**src/rtl/tdm_demux4.sv**
```systemverilog
// tdm_demux4 -- receive end of a 4-channel time-division serial link.
//
// Recovers frame alignment from frame_sync. Each slot is shifted in MSB
// first, and all four channel words are presented together once a complete
// frame has arrived. A frame is 4 slots of DATA_W bits.
//
// Ports
//   clk         rising-edge clock
//   rst_n       asynchronous active-low reset
//   din         serial data bit
//   din_valid   qualifies din / frame_sync; a clock edge with din_valid=1 is a beat
//   frame_sync  high on the beat carrying the MSB of slot 0
//   y           registered channel words, y[k*DATA_W +: DATA_W] = channel k
//   y_valid     one-cycle pulse when y has been updated with a complete frame
//   sel         slot currently being received (0 while hunting)
//   locked      high while frame alignment is held
//   sync_err    one-cycle pulse on a framing violation
module tdm_demux4 #(
  parameter int DATA_W = 4
) (
  input  logic                  clk,
  input  logic                  rst_n,
  input  logic                  din,
  input  logic                  din_valid,
  input  logic                  frame_sync,
  output logic [4*DATA_W-1:0]   y,
  output logic                  y_valid,
  output logic [1:0]            sel,
  output logic                  locked,
  output logic                  sync_err
);

  localparam int CW = $clog2(DATA_W + 1);

  localparam logic [0:0] HUNT = 1'b0;
  localparam logic [0:0] RECV = 1'b1;

  localparam logic [CW-1:0] CNT_LAST = CW'(DATA_W);

  logic [0:0]          state_r;
  logic [CW-1:0]       cnt_r;
  logic [1:0]          sel_r;
  logic [DATA_W-1:0]   shift_r;
  logic [DATA_W-1:0]   stage0_r;
  logic [DATA_W-1:0]   stage1_r;
  logic [DATA_W-1:0]   stage2_r;
  logic [4*DATA_W-1:0] y_r;
  logic                y_valid_r;
  logic                sync_err_r;
  logic                locked_r;

  logic                take_s;      // beat is shifted into the current slot
  logic                restart_s;   // beat starts a fresh frame (bit 0 of slot 0)
  logic                err_s;       // framing violation on this beat
  logic                hunt_s;      // lose alignment and return to HUNT
  logic                start_s;     // receiver sits at the first beat of a frame
  logic [CW-1:0]       cnt_eff_s;
  logic [1:0]          sel_eff_s;
  logic [CW-1:0]       cnt_inc_s;
  logic [DATA_W-1:0]   word_s;
  logic                slot_done_s;
  logic                frame_done_s;

  assign start_s = (cnt_r == {CW{1'b0}}) && (sel_r == 2'd0);

  // Classify each beat: discard, shift, restart a frame, or drop alignment.
  always_comb begin
    take_s    = 1'b0;
    restart_s = 1'b0;
    err_s     = 1'b0;
    hunt_s    = 1'b0;
    if (din_valid) begin
      if (state_r == HUNT) begin
        if (frame_sync) begin
          take_s    = 1'b1;
          restart_s = 1'b1;
        end else begin
          take_s    = 1'b0;
        end
      end else if (start_s) begin
        if (frame_sync) begin
          take_s = 1'b1;
        end else begin
          err_s  = 1'b1;
          hunt_s = 1'b1;
        end
      end else if (frame_sync) begin
        // Early sync: abandon the partial frame, this beat opens a new one.
        err_s     = 1'b1;
        take_s    = 1'b1;
        restart_s = 1'b1;
      end else begin
        take_s = 1'b1;
      end
    end else begin
      take_s = 1'b0;
    end
  end

  // Next-word datapath; a restart behaves as if counters were already zero.
  always_comb begin
    cnt_eff_s    = restart_s ? {CW{1'b0}} : cnt_r;
    sel_eff_s    = restart_s ? 2'd0 : sel_r;
    cnt_inc_s    = cnt_eff_s + CW'(1);
    word_s       = shift_r << 1;
    word_s[0]    = din;
    slot_done_s  = (cnt_inc_s == CNT_LAST);
    frame_done_s = take_s && slot_done_s && (sel_eff_s == 2'd3);
  end

  // Framing state, slot counters, staging registers and output words.
  always_ff @(posedge clk or negedge rst_n) begin
    if (!rst_n) begin
      state_r    <= HUNT;
      cnt_r      <= {CW{1'b0}};
      sel_r      <= 2'd0;
      shift_r    <= {DATA_W{1'b0}};
      stage0_r   <= {DATA_W{1'b0}};
      stage1_r   <= {DATA_W{1'b0}};
      stage2_r   <= {DATA_W{1'b0}};
      y_r        <= {(4*DATA_W){1'b0}};
      y_valid_r  <= 1'b0;
      sync_err_r <= 1'b0;
      locked_r   <= 1'b0;
    end else begin
      y_valid_r  <= frame_done_s;
      sync_err_r <= err_s;
      if (take_s) begin
        state_r  <= RECV;
        locked_r <= 1'b1;
        shift_r  <= word_s;
        if (slot_done_s) begin
          cnt_r <= {CW{1'b0}};
          sel_r <= sel_eff_s + 2'd1;
          case (sel_eff_s)
            2'd0:    stage0_r <= word_s;
            2'd1:    stage1_r <= word_s;
            2'd2:    stage2_r <= word_s;
            // Slot 3 word goes straight to y with the staged words.
            default: y_r <= {word_s, stage2_r, stage1_r, stage0_r};
          endcase
        end else begin
          cnt_r <= cnt_inc_s;
          sel_r <= sel_eff_s;
        end
      end else if (hunt_s) begin
        state_r  <= HUNT;
        locked_r <= 1'b0;
        sel_r    <= 2'd0;
        cnt_r    <= {CW{1'b0}};
      end else begin
        state_r <= state_r;
      end
    end
  end

  assign y        = y_r;
  assign y_valid  = y_valid_r;
  assign sel      = sel_r;
  assign locked   = locked_r;
  assign sync_err = sync_err_r;

endmodule
```
**config.mk**
```make
export PLATFORM = sky130hd
export DESIGN_NAME = tdm_demux4
export DESIGN_NICKNAME = d
export VERILOG_FILES = /design/src/rtl/tdm_demux4.sv
export SDC_FILE = /design/constraint.sdc
export NUM_CORES = 1
export LEC_CHECK = 0
export CORE_MARGIN = 2
export CORE_UTILIZATION = 35
export DETAILED_ROUTE_END_ITERATION = 8
export PLACE_DENSITY = 0.66
export SLEW_MARGIN = 20
export SYNTH_ARGS = -nofsm -noshare
export SYNTH_HDL_FRONTEND = slang
export SYNTH_SLANG_ARGS = --single-unit
```
**constraint.sdc**
```tcl
create_clock -name clk -period 3.1 [get_ports clk]
set_input_delay 0.31 -clock clk [delete_from_list [all_inputs] [get_ports clk]]
set_output_delay 0.31 -clock clk [all_outputs]
set_load 0.01 [all_outputs]
```
## After elaboration in Yosys (flattened, before gate mapping)

Cells that the tools add are included.
W data, S select, Z words.

| cells by class | value |
|---|---|
| $add $sub $neg | 2 |
| reductions and logical operators | 12 |
| muxes and demuxes | 24 |
| bitwise gates (word level) | 1 |
| eq/ne operators | 4 |

Operators by type and width:

| operator | count |
|---|---|
| $mux W1 | 16 |
| $mux W3 | 4 |
| $reduce_and A3 Y1 | 4 |
| $mux W2 | 4 |
| $eq A2 B2 Y1 const B | 2 |
| $logic_not A2 Y1 | 2 |
| $add A3 B1 Y3 const B | 1 |
| $eq A3 B3 Y1 const B | 1 |
| $logic_and A1 B1 Y1 | 3 |
| $logic_not A3 Y1 | 1 |
| $reduce_or A3 Y1 | 1 |
| $add A2 B1 Y2 const B | 1 |
| $eq A2 B1 Y1 const B | 1 |
| $reduce_bool A2 Y1 | 1 |
| $not A1 Y1 | 1 |

| storage, ports and cells | value |
|---|---|
| input port bits | 5 |
| output and inout port bits | 21 |
| bits in registers | 39 |
| logic and storage cells | 53 |

## Depth between registers and ports, before layout

Gate-level depths: netlist of run 1.

| depth | value |
|---|---|
| word-level depth | 10 |
| depth in mapped cells | 12 |
| mapped depth without buffers | 11 |

## Least setup slack after synthesis of run 1

Ideal clock, no wire load.

| timing path | value |
|---|---|
| path kind | register -> register |
| from | register sel_r[1], in the netlist sel[1] |
| to | register y_r[15], in the netlist y[15] |
| data arrival time | 2,581 ps |
| path slack | 394 ps |
| buffers on the path | 2 |
| required time | 2,975 ps |
| setup time | 125 ps |
| period minus slack after synthesis | 2,706 ps |
| stages on the path, launching flop included | 13 |
| cells stage by stage | dfrtp_1 -> nor3_1 -> nand2_1 -> ha_1 -> mux2_2 -> nand2_1 -> and2_1 -> ha_1 -> ha_1 -> buf_2 -> o2111ai_4 -> buf_8 -> mux2_4 |

| between the ends | value |
|---|---|
| word-level cells in the longest chain between the ends | 10 |
| elaborated cells on any way between the ends | 18 |
| classes of those cells | add/sub (1); eq/ne (3); mux (8); bitwise (1); reduce/logical (5) |

RTL lines:

| item | RTL line | RTL |
|---|---|---|
| start, declared | 42 | `logic [1:0] sel_r;` |
| start signal, assigned | 134 | `sel_r <= sel_eff_s + 2'd1;` |
| start signal, assigned | 144 | `sel_r <= sel_eff_s;` |
| branches (longest 9 deep; another with $add A3 B1 Y3) | n/a |  |
| $reduce_and A3 Y1 (no source line) (*) | n/a |  |
| end signal, assigned | 121 | `y_r <= {(4*DATA_W){1'b0}};` |
| end signal, assigned | 140 | `default: y_r <= {word_s, stage2_r, stage1_r, stage0_r};` |
| end, declared | 47 | `logic [4*DATA_W-1:0] y_r;` |

Every way passes the cells marked *.
A chain may end at the register's enable or synchronous reset.

## Worst setup path after layout of run 1

| timing path | value |
|---|---|
| from | register cnt_r[2] |
| to | register stage0_r[3] |

| between the ends | value |
|---|---|
| word-level cells in the longest chain between the ends | 9 |
| elaborated cells on any way between the ends | 14 |
| classes of those cells | add/sub (1); eq/ne (1); mux (8); reduce/logical (4) |

RTL lines:

| item | RTL line | RTL |
|---|---|---|
| start, declared | 41 | `logic [CW-1:0] cnt_r;` |
| start signal, assigned | 115 | `cnt_r <= {CW{1'b0}};` |
| start signal, assigned | 133 | `cnt_r <= {CW{1'b0}};` |
| start signal, assigned | 143 | `cnt_r <= cnt_inc_s;` |
| $logic_not A3 Y1 | 64 | `assign start_s = (cnt_r == {CW{1'b0}}) && (sel_r == 2'd0);` |
| $logic_and A1 B1 Y1 | 64 |  |
| $mux W1 | 80 | `end else if (start_s) begin` |
| $mux W1 | 73 | `if (state_r == HUNT) begin` |
| $mux W1 | 72 | `if (din_valid) begin` |
| $mux W3 | 102 | `cnt_eff_s = restart_s ? {CW{1'b0}} : cnt_r;` |
| $add A3 B1 Y3 | 104 | `cnt_inc_s = cnt_eff_s + CW'(1);` |
| $eq A3 B3 Y1 | 107 | `slot_done_s = (cnt_inc_s == CNT_LAST);` |
| $reduce_and A3 Y1 (no source line) (*) | n/a |  |
| end signal, assigned | 118 | `stage0_r <= {DATA_W{1'b0}};` |
| end signal, assigned | 136 | `2'd0: stage0_r <= word_s;` |
| end, declared | 44 | `logic [DATA_W-1:0] stage0_r;` |

Every way passes the cells marked *; elsewhere a longest branch is shown, timed or not.

==> impl_metrics.toml, run 1 <==
[setup_path]
required_ns = 3.27
crit_type = "reg -> reg"
cp_data_arrival_time_ns = 2.97
end_kind = "flop"
r2r_end = "stage0_r[3]$_DFFE_PN0P_"
rr_worst_depth = 9
reg2reg_setup_slack_ns = 0.30
critical_path.startpoint = "cnt_r[2]$_DFFE_PN0P_"
critPathLaunchType = "flop"
r2r-start = "cnt_r[2]$_DFFE_PN0P_"
worstPathMaxFanout = 9

[clock_tree]
post_cts_buffers = 0
cts_buffers = 5
cts_buffer_depth = 2
cts.htree.levels = 2
cts_sinks = 39
insertion_delay_ns = 0.29
clkTransAtPathRegs_ns = 0.08
cts_tree = "yes"
root_buffer = "clkbuf_8"

[timing]
hold_viol = 0
drv_slew = 0
setup_slack_ns = 0.3035
fin_crit_ns = 2.796
tightest_slew_ns = 0.8528
skew_ns = 0.009831
slew_headroom = 0.4315
rsz0062_at_grt = "no"
finalSetupTns_ns = 0
setup_viol = 0
fin_crit_sh = 0.9021
fmax_mhz = 357.6

[global_routing]
track_usage = 0.1212
grt-ovfl-total = 0
grt_pass1_vias = 1186
grt_max_degree = 40
antenna_found_initial = 0
grt_pass1_wl_um = 5644

[route]
drt-vias-per-instance = 4.882
wire_per_inst_um = 14.19
dr_total_vias = 1157
final_antenna_net_count = 0
routed_wl_um = 3362
drt_iter0_markers = 51
route.detailed.drc = 0
drtPass1Iterations = 4

[finish]
fin_nets = 181
drive_gt1_frac = 0.3174
layout_common_cells = "dfrtp_1 (39), clkdlybuf4s50_1 (24), mux2_2 (20), mux2_4 (12)"
n_fill_cell = 486
diodes = 0
multi_input_area_sq_um = 824.5
seq_area_sq_um = 975.9
final_common_cell = "dfrtp_1"
area_delta_synth_final_pct = 24.55

[status]
outcome = "complete, no violations"

[die]
start_util = 0.3643
dieArea_sq_mm = 0.005915
rows = 26
die-width_um = 76.91
fp.coreArea_sq_mm = 0.005107
ios = 26
die_h_um = 76.91

[logic_synthesis]
syn_avg_cell_area_sq_um = 14.09
yosysWarnings = 0
synth_area_sq_mm = 0.001861
syn_nets = 147
netlist_instances = 132
synth_cell_types = 31
ys_ff_latch = 39
yosysSeqAreaShare = 0.5245

[placement]
gp_congestion = 0.7989
dpl.hpwl_um = 2439
dp_slack_ns = 0.1039
portBuffers = 25

[power]
p_leak_uw = 0.001115
ir_worst_vdd_uv = 426.8
power_density_mw_per_mm2 = 730.0

[run]
drv_cap = 0

[min_path]
hold_path_class = "in -> async"
[synthesized netlist by cell type (all sizes together)]
cell type	count	area share
a21boi	1	0.0040
a21o	1	0.0040
a21oi	1	0.0027
a22o	2	0.0094
a311oi	1	0.0047
a31oi	1	0.0034
a32o	2	0.011
and2	4	0.013
and2b	2	0.011
and3	1	0.0034
buf	5	0.024
dfrtp	39	0.52
ha	10	0.067
inv	5	0.010
mux2	32	0.22
nand2	9	0.018
nand3b	1	0.0040
nand4	2	0.0067
nor2	3	0.0061
nor3	1	0.0027
nor4bb	1	0.0054
o2111ai	4	0.028
o21a	1	0.0040
o2bb2ai	1	0.0047
or2	1	0.0047
or4b	1	0.0054
[through the flow]
stage / instances / utilization / power (uW) / cell area (sq um) / hold slack [ns]
after global routing: 237 / 0.4537 / 1798 / 2317 / 0.2000
after detailed placement: 229 / 0.4312 / 1283 / 2202 / 0.4735
after global placement: 229 / 0.4312 / 1257 / 2202 / 0.4475
final: 237 / 0.4537 / 1692 / 2317 / 0.1250
after CTS: 237 / 0.4532 / 1712 / 2315 / 0.1562
after floorplan: 132 / - / 1080 / 1861 / 0.01441
[area by class of cell]
class                      count  area share
clock inverter                 3     0.01890
inverter                       5    0.008099
clock buffer                   5     0.02970
timing repair buffer          32      0.1285
multi-input combinational     83      0.3558
tap                           70     0.03780
sequential                    39      0.4212
[kinds of logic (layout without fill, tap and decap cells)]
kind of cell    count (synthesis)  in the layout  synth area share
compound gates                 15             15           0.07601
buf+inv                        10             45           0.03362
mux                            32             32            0.2179
simple gates                   26             26           0.08070
flops                          39             39            0.5245
fa+ha+maj                      10             10           0.06725
[critical path: stages, from the launching register on]
cell and delay (ns):
dfrtp_1 0.42, nor3_1 0.22, nand2_1 0.11, ha_1 0.23, mux2_2 0.28, a21boi_1 0.20, ha_1 0.22, ha_2 0.30
o2111ai_1 0.33, mux2_2 0.37
[worst max path at each step]
stage | endpoint | slack, ns | cells after the start
finish | stage0_r[3]$_DFFE_PN0P_ | 0.30 | 9
detailed placement | stage0_r[1]$_DFFE_PN0P_ | 0.10 | 8
CTS | y[9]$_DFFE_PN0P_ | 0.12 | 10
global route | y[3]$_DFFE_PN0P_ | 0.08 | 10
global placement | stage0_r[1]$_DFFE_PN0P_ | 0.19 | 8
floorplan | y[15]$_DFFE_PN0P_ | 0.39 | 12
[registers in the layout (all words and copies together) (netlist names)]
| signal | cells |
|---|---|
| stage1_r | 4 |
| sync_err | 1 |
| y_valid | 1 |
| locked | 1 |
| stage2_r | 4 |
| stage0_r | 4 |
| sel | 2 |
| y | 16 |
| shift_r | 3 |
| cnt_r | 3 |
[where the power goes]
part,total (uW),switching [uW],internal [uW]
clock,423,183,240
combinational,544,242,302
sequential,725,86.1,639
total,1690,511,1180
[metal layers]
layer | vias up | global-route usage | wire [um]
met5 | - | 0 | 0
met4 | 0 | 0.04545 | 71
met3 | 10 | 0.03294 | 111
met2 | 28 | 0.1982 | 1625
met1 | 577 | 0.1530 | 1554
li1 | 542 | - | -
[timing repair]
item,4_1_cts,5_1_grt
gates resized for setup,0,2
hold endpoints to repair,0,0
hold buffers,0,0
endpoints found under the setup margin,0,29
(Power assumes the default switching activity.)
==> run 2: changes to the inputs <==
- CAP_MARGIN: not set -> 20
==> results of run 2 <==
Same layout as run 1: the final DEF is identical, and so are final timing and power.
==> run 3: changes to the inputs <==
- CELL_PAD_IN_SITES_DETAIL_PLACEMENT: not set -> 0
- CELL_PAD_IN_SITES_GLOBAL_PLACEMENT: not set -> 1
- PLACE_DENSITY: 0.66 -> 0.76
==> impl_metrics.toml, run 3 (synthesis gave the netlist of run 1 again) <==
[route]
drtPass1Iterations = 4
drt-vias-per-instance = 4.932
wire_per_inst_um = 13.99
routed_wl_um = 3301
route.detailed.drc = 0
final_antenna_net_count = 0
drt_iter0_markers = 37
dr_total_vias = 1164

[placement]
dpl.hpwl_um = 2399
place_inst = 228
gp_congestion = 0.8478
placed_area_sq_mm = 0.002195
portBuffers = 25

[setup_path]
reg2reg_setup_slack_ns = 0.26
end_kind = "flop"
crit_type = "reg -> reg"
r2r_end = "y[6]$_DFFE_PN0P_"
r2r-start = "cnt_r[2]$_DFFE_PN0P_"
critPathLaunchType = "flop"
rr_worst_depth = 10
worstPathMaxFanout = 17
cp_data_arrival_time_ns = 3.02
required_ns = 3.28

[finish]
largest_reg_flops = 16
fin_nets = 180
stdcell_area_sq_mm = 0.002316
fin_cells = 236
postLayoutCoreUtil = 0.4535
layout_common_cells = "dfrtp_1 (39), clkdlybuf4s50_1 (24), mux2_2 (20), mux2_4 (12)"
final_common_cell = "dfrtp_1"
area_delta_synth_final_pct = 24.48
n_fill_cell = 473
diodes = 0
drive_gt1_frac = 0.3193

[clock_tree]
cts_tree = "yes"
post_cts_buffers = 0
cts_buffers = 5
ctsHoldBuffers = 0
cts_sinks = 39
cts_buffer_depth = 2
cts.htree.levels = 2
root_buffer = "clkbuf_8"
clkTransAtPathRegs_ns = 0.08
ctsResizeCount = 0
insertion_delay_ns = 0.29

[die]
dieArea_sq_mm = 0.005915
die_h_um = 76.91
fp.coreArea_sq_mm = 0.005107
ios = 26
die-width_um = 76.91
start_util = 0.3643
rows = 26

[run]
drv_cap = 0

[global_routing]
grt_max_degree = 40
antenna_found_initial = 0
grt-ovfl-total = 0
track_usage = 0.1264
grt_pass1_wl_um = 5733
grt_pass1_vias = 1185

[timing]
fin_crit_ns = 2.839
tightest_slew_ns = 0.8423
fin_crit_sh = 0.9158
skew_ns = 0.004334
rsz0062_at_grt = "no"
finalSetupTns_ns = 0
drv_slew = 0
hold_viol = 0
setup_viol = 0
slew_headroom = 0.4384
fmax_mhz = 352.2

[min_path]
hold_path_class = "in -> async"

[power]
p_leak_uw = 0.001111
finalPower_uw = 1694
ir_worst_vdd_uv = 320.5
power_density_mw_per_mm2 = 731.6

[status]
outcome = "complete, no violations"
==> run 3: critical path, stage by stage, from the launching register on <==
cell and delay [ns]:
dfrtp_1 0.42, nor3_1 0.25, nand2_1 0.11, ha_1 0.23, mux2_2 0.28, a21boi_1 0.21
ha_1 0.22, ha_2 0.30, o2111ai_4 0.13, buf_4 0.24, mux2_4 0.32
==> run 3: layer usage <==
metal	global-route usage	share of wire	up-vias
met5	0	0	-
met4	0.06364	0.011	0
met3	0.02941	0.042	4
met2	0.2035	0.50	27
met1	0.1587	0.45	594
li1	-	-	539
==> run 3: area by class of cell <==
type                    instances  area [sq um]  share of cell area
inverters                       5         18.77            0.008104
repair buffers                 31         290.3              0.1253
clock inverters                 3         43.79             0.01891
flip-flops and latches         39         975.9              0.4214
well taps                      70         87.58             0.03782
clock buffers                   5         68.82             0.02971
multi-input cells              83         830.8              0.3587
==> run 3: worst max path at each step <==
| stage | start | depth (start not counted) | slack [ns] | endpoint |
|---|---|---|---|---|
| 3_5_place_dp | cnt_r[2]$_DFFE_PN0P_ | 10 | 0.09 | y[7]$_DFFE_PN0P_ |
| 5_1_grt | cnt_r[2]$_DFFE_PN0P_ | 10 | 0.09 | y[5]$_DFFE_PN0P_ |
| 4_1_cts | cnt_r[2]$_DFFE_PN0P_ | 10 | 0.07 | y[7]$_DFFE_PN0P_ |
| 3_3_place_gp | cnt_r[2]$_DFFE_PN0P_ | 10 | 0.22 | y[5]$_DFFE_PN0P_ |
| 2_1_floorplan | sel[1]$_DFFE_PN0P_ | 12 | 0.39 | y[15]$_DFFE_PN0P_ |
| 6_report | cnt_r[2]$_DFFE_PN0P_ | 10 | 0.26 | y[6]$_DFFE_PN0P_ |
==> run 3: power by group <==
group | internal (uW) | total, uW | switching, uW | leakage [uW]
Combinational | 301 | 537 | 237 | 0.000537
Sequential | 638 | 733 | 94.3 | 0.000516
Clock | 240 | 424 | 185 | 0.0000581
Total | 1180 | 1690 | 516 | 0.00111
==> run 3: stage by stage <==
stage               worst slack [ns]  hold slack [ns]
floorplan                     0.3940          0.01441
global placement              0.2156           0.4538
detailed placement           0.08734           0.4648
CTS                          0.07107           0.1385
global route                 0.09491           0.1844
finish                        0.2609           0.1146
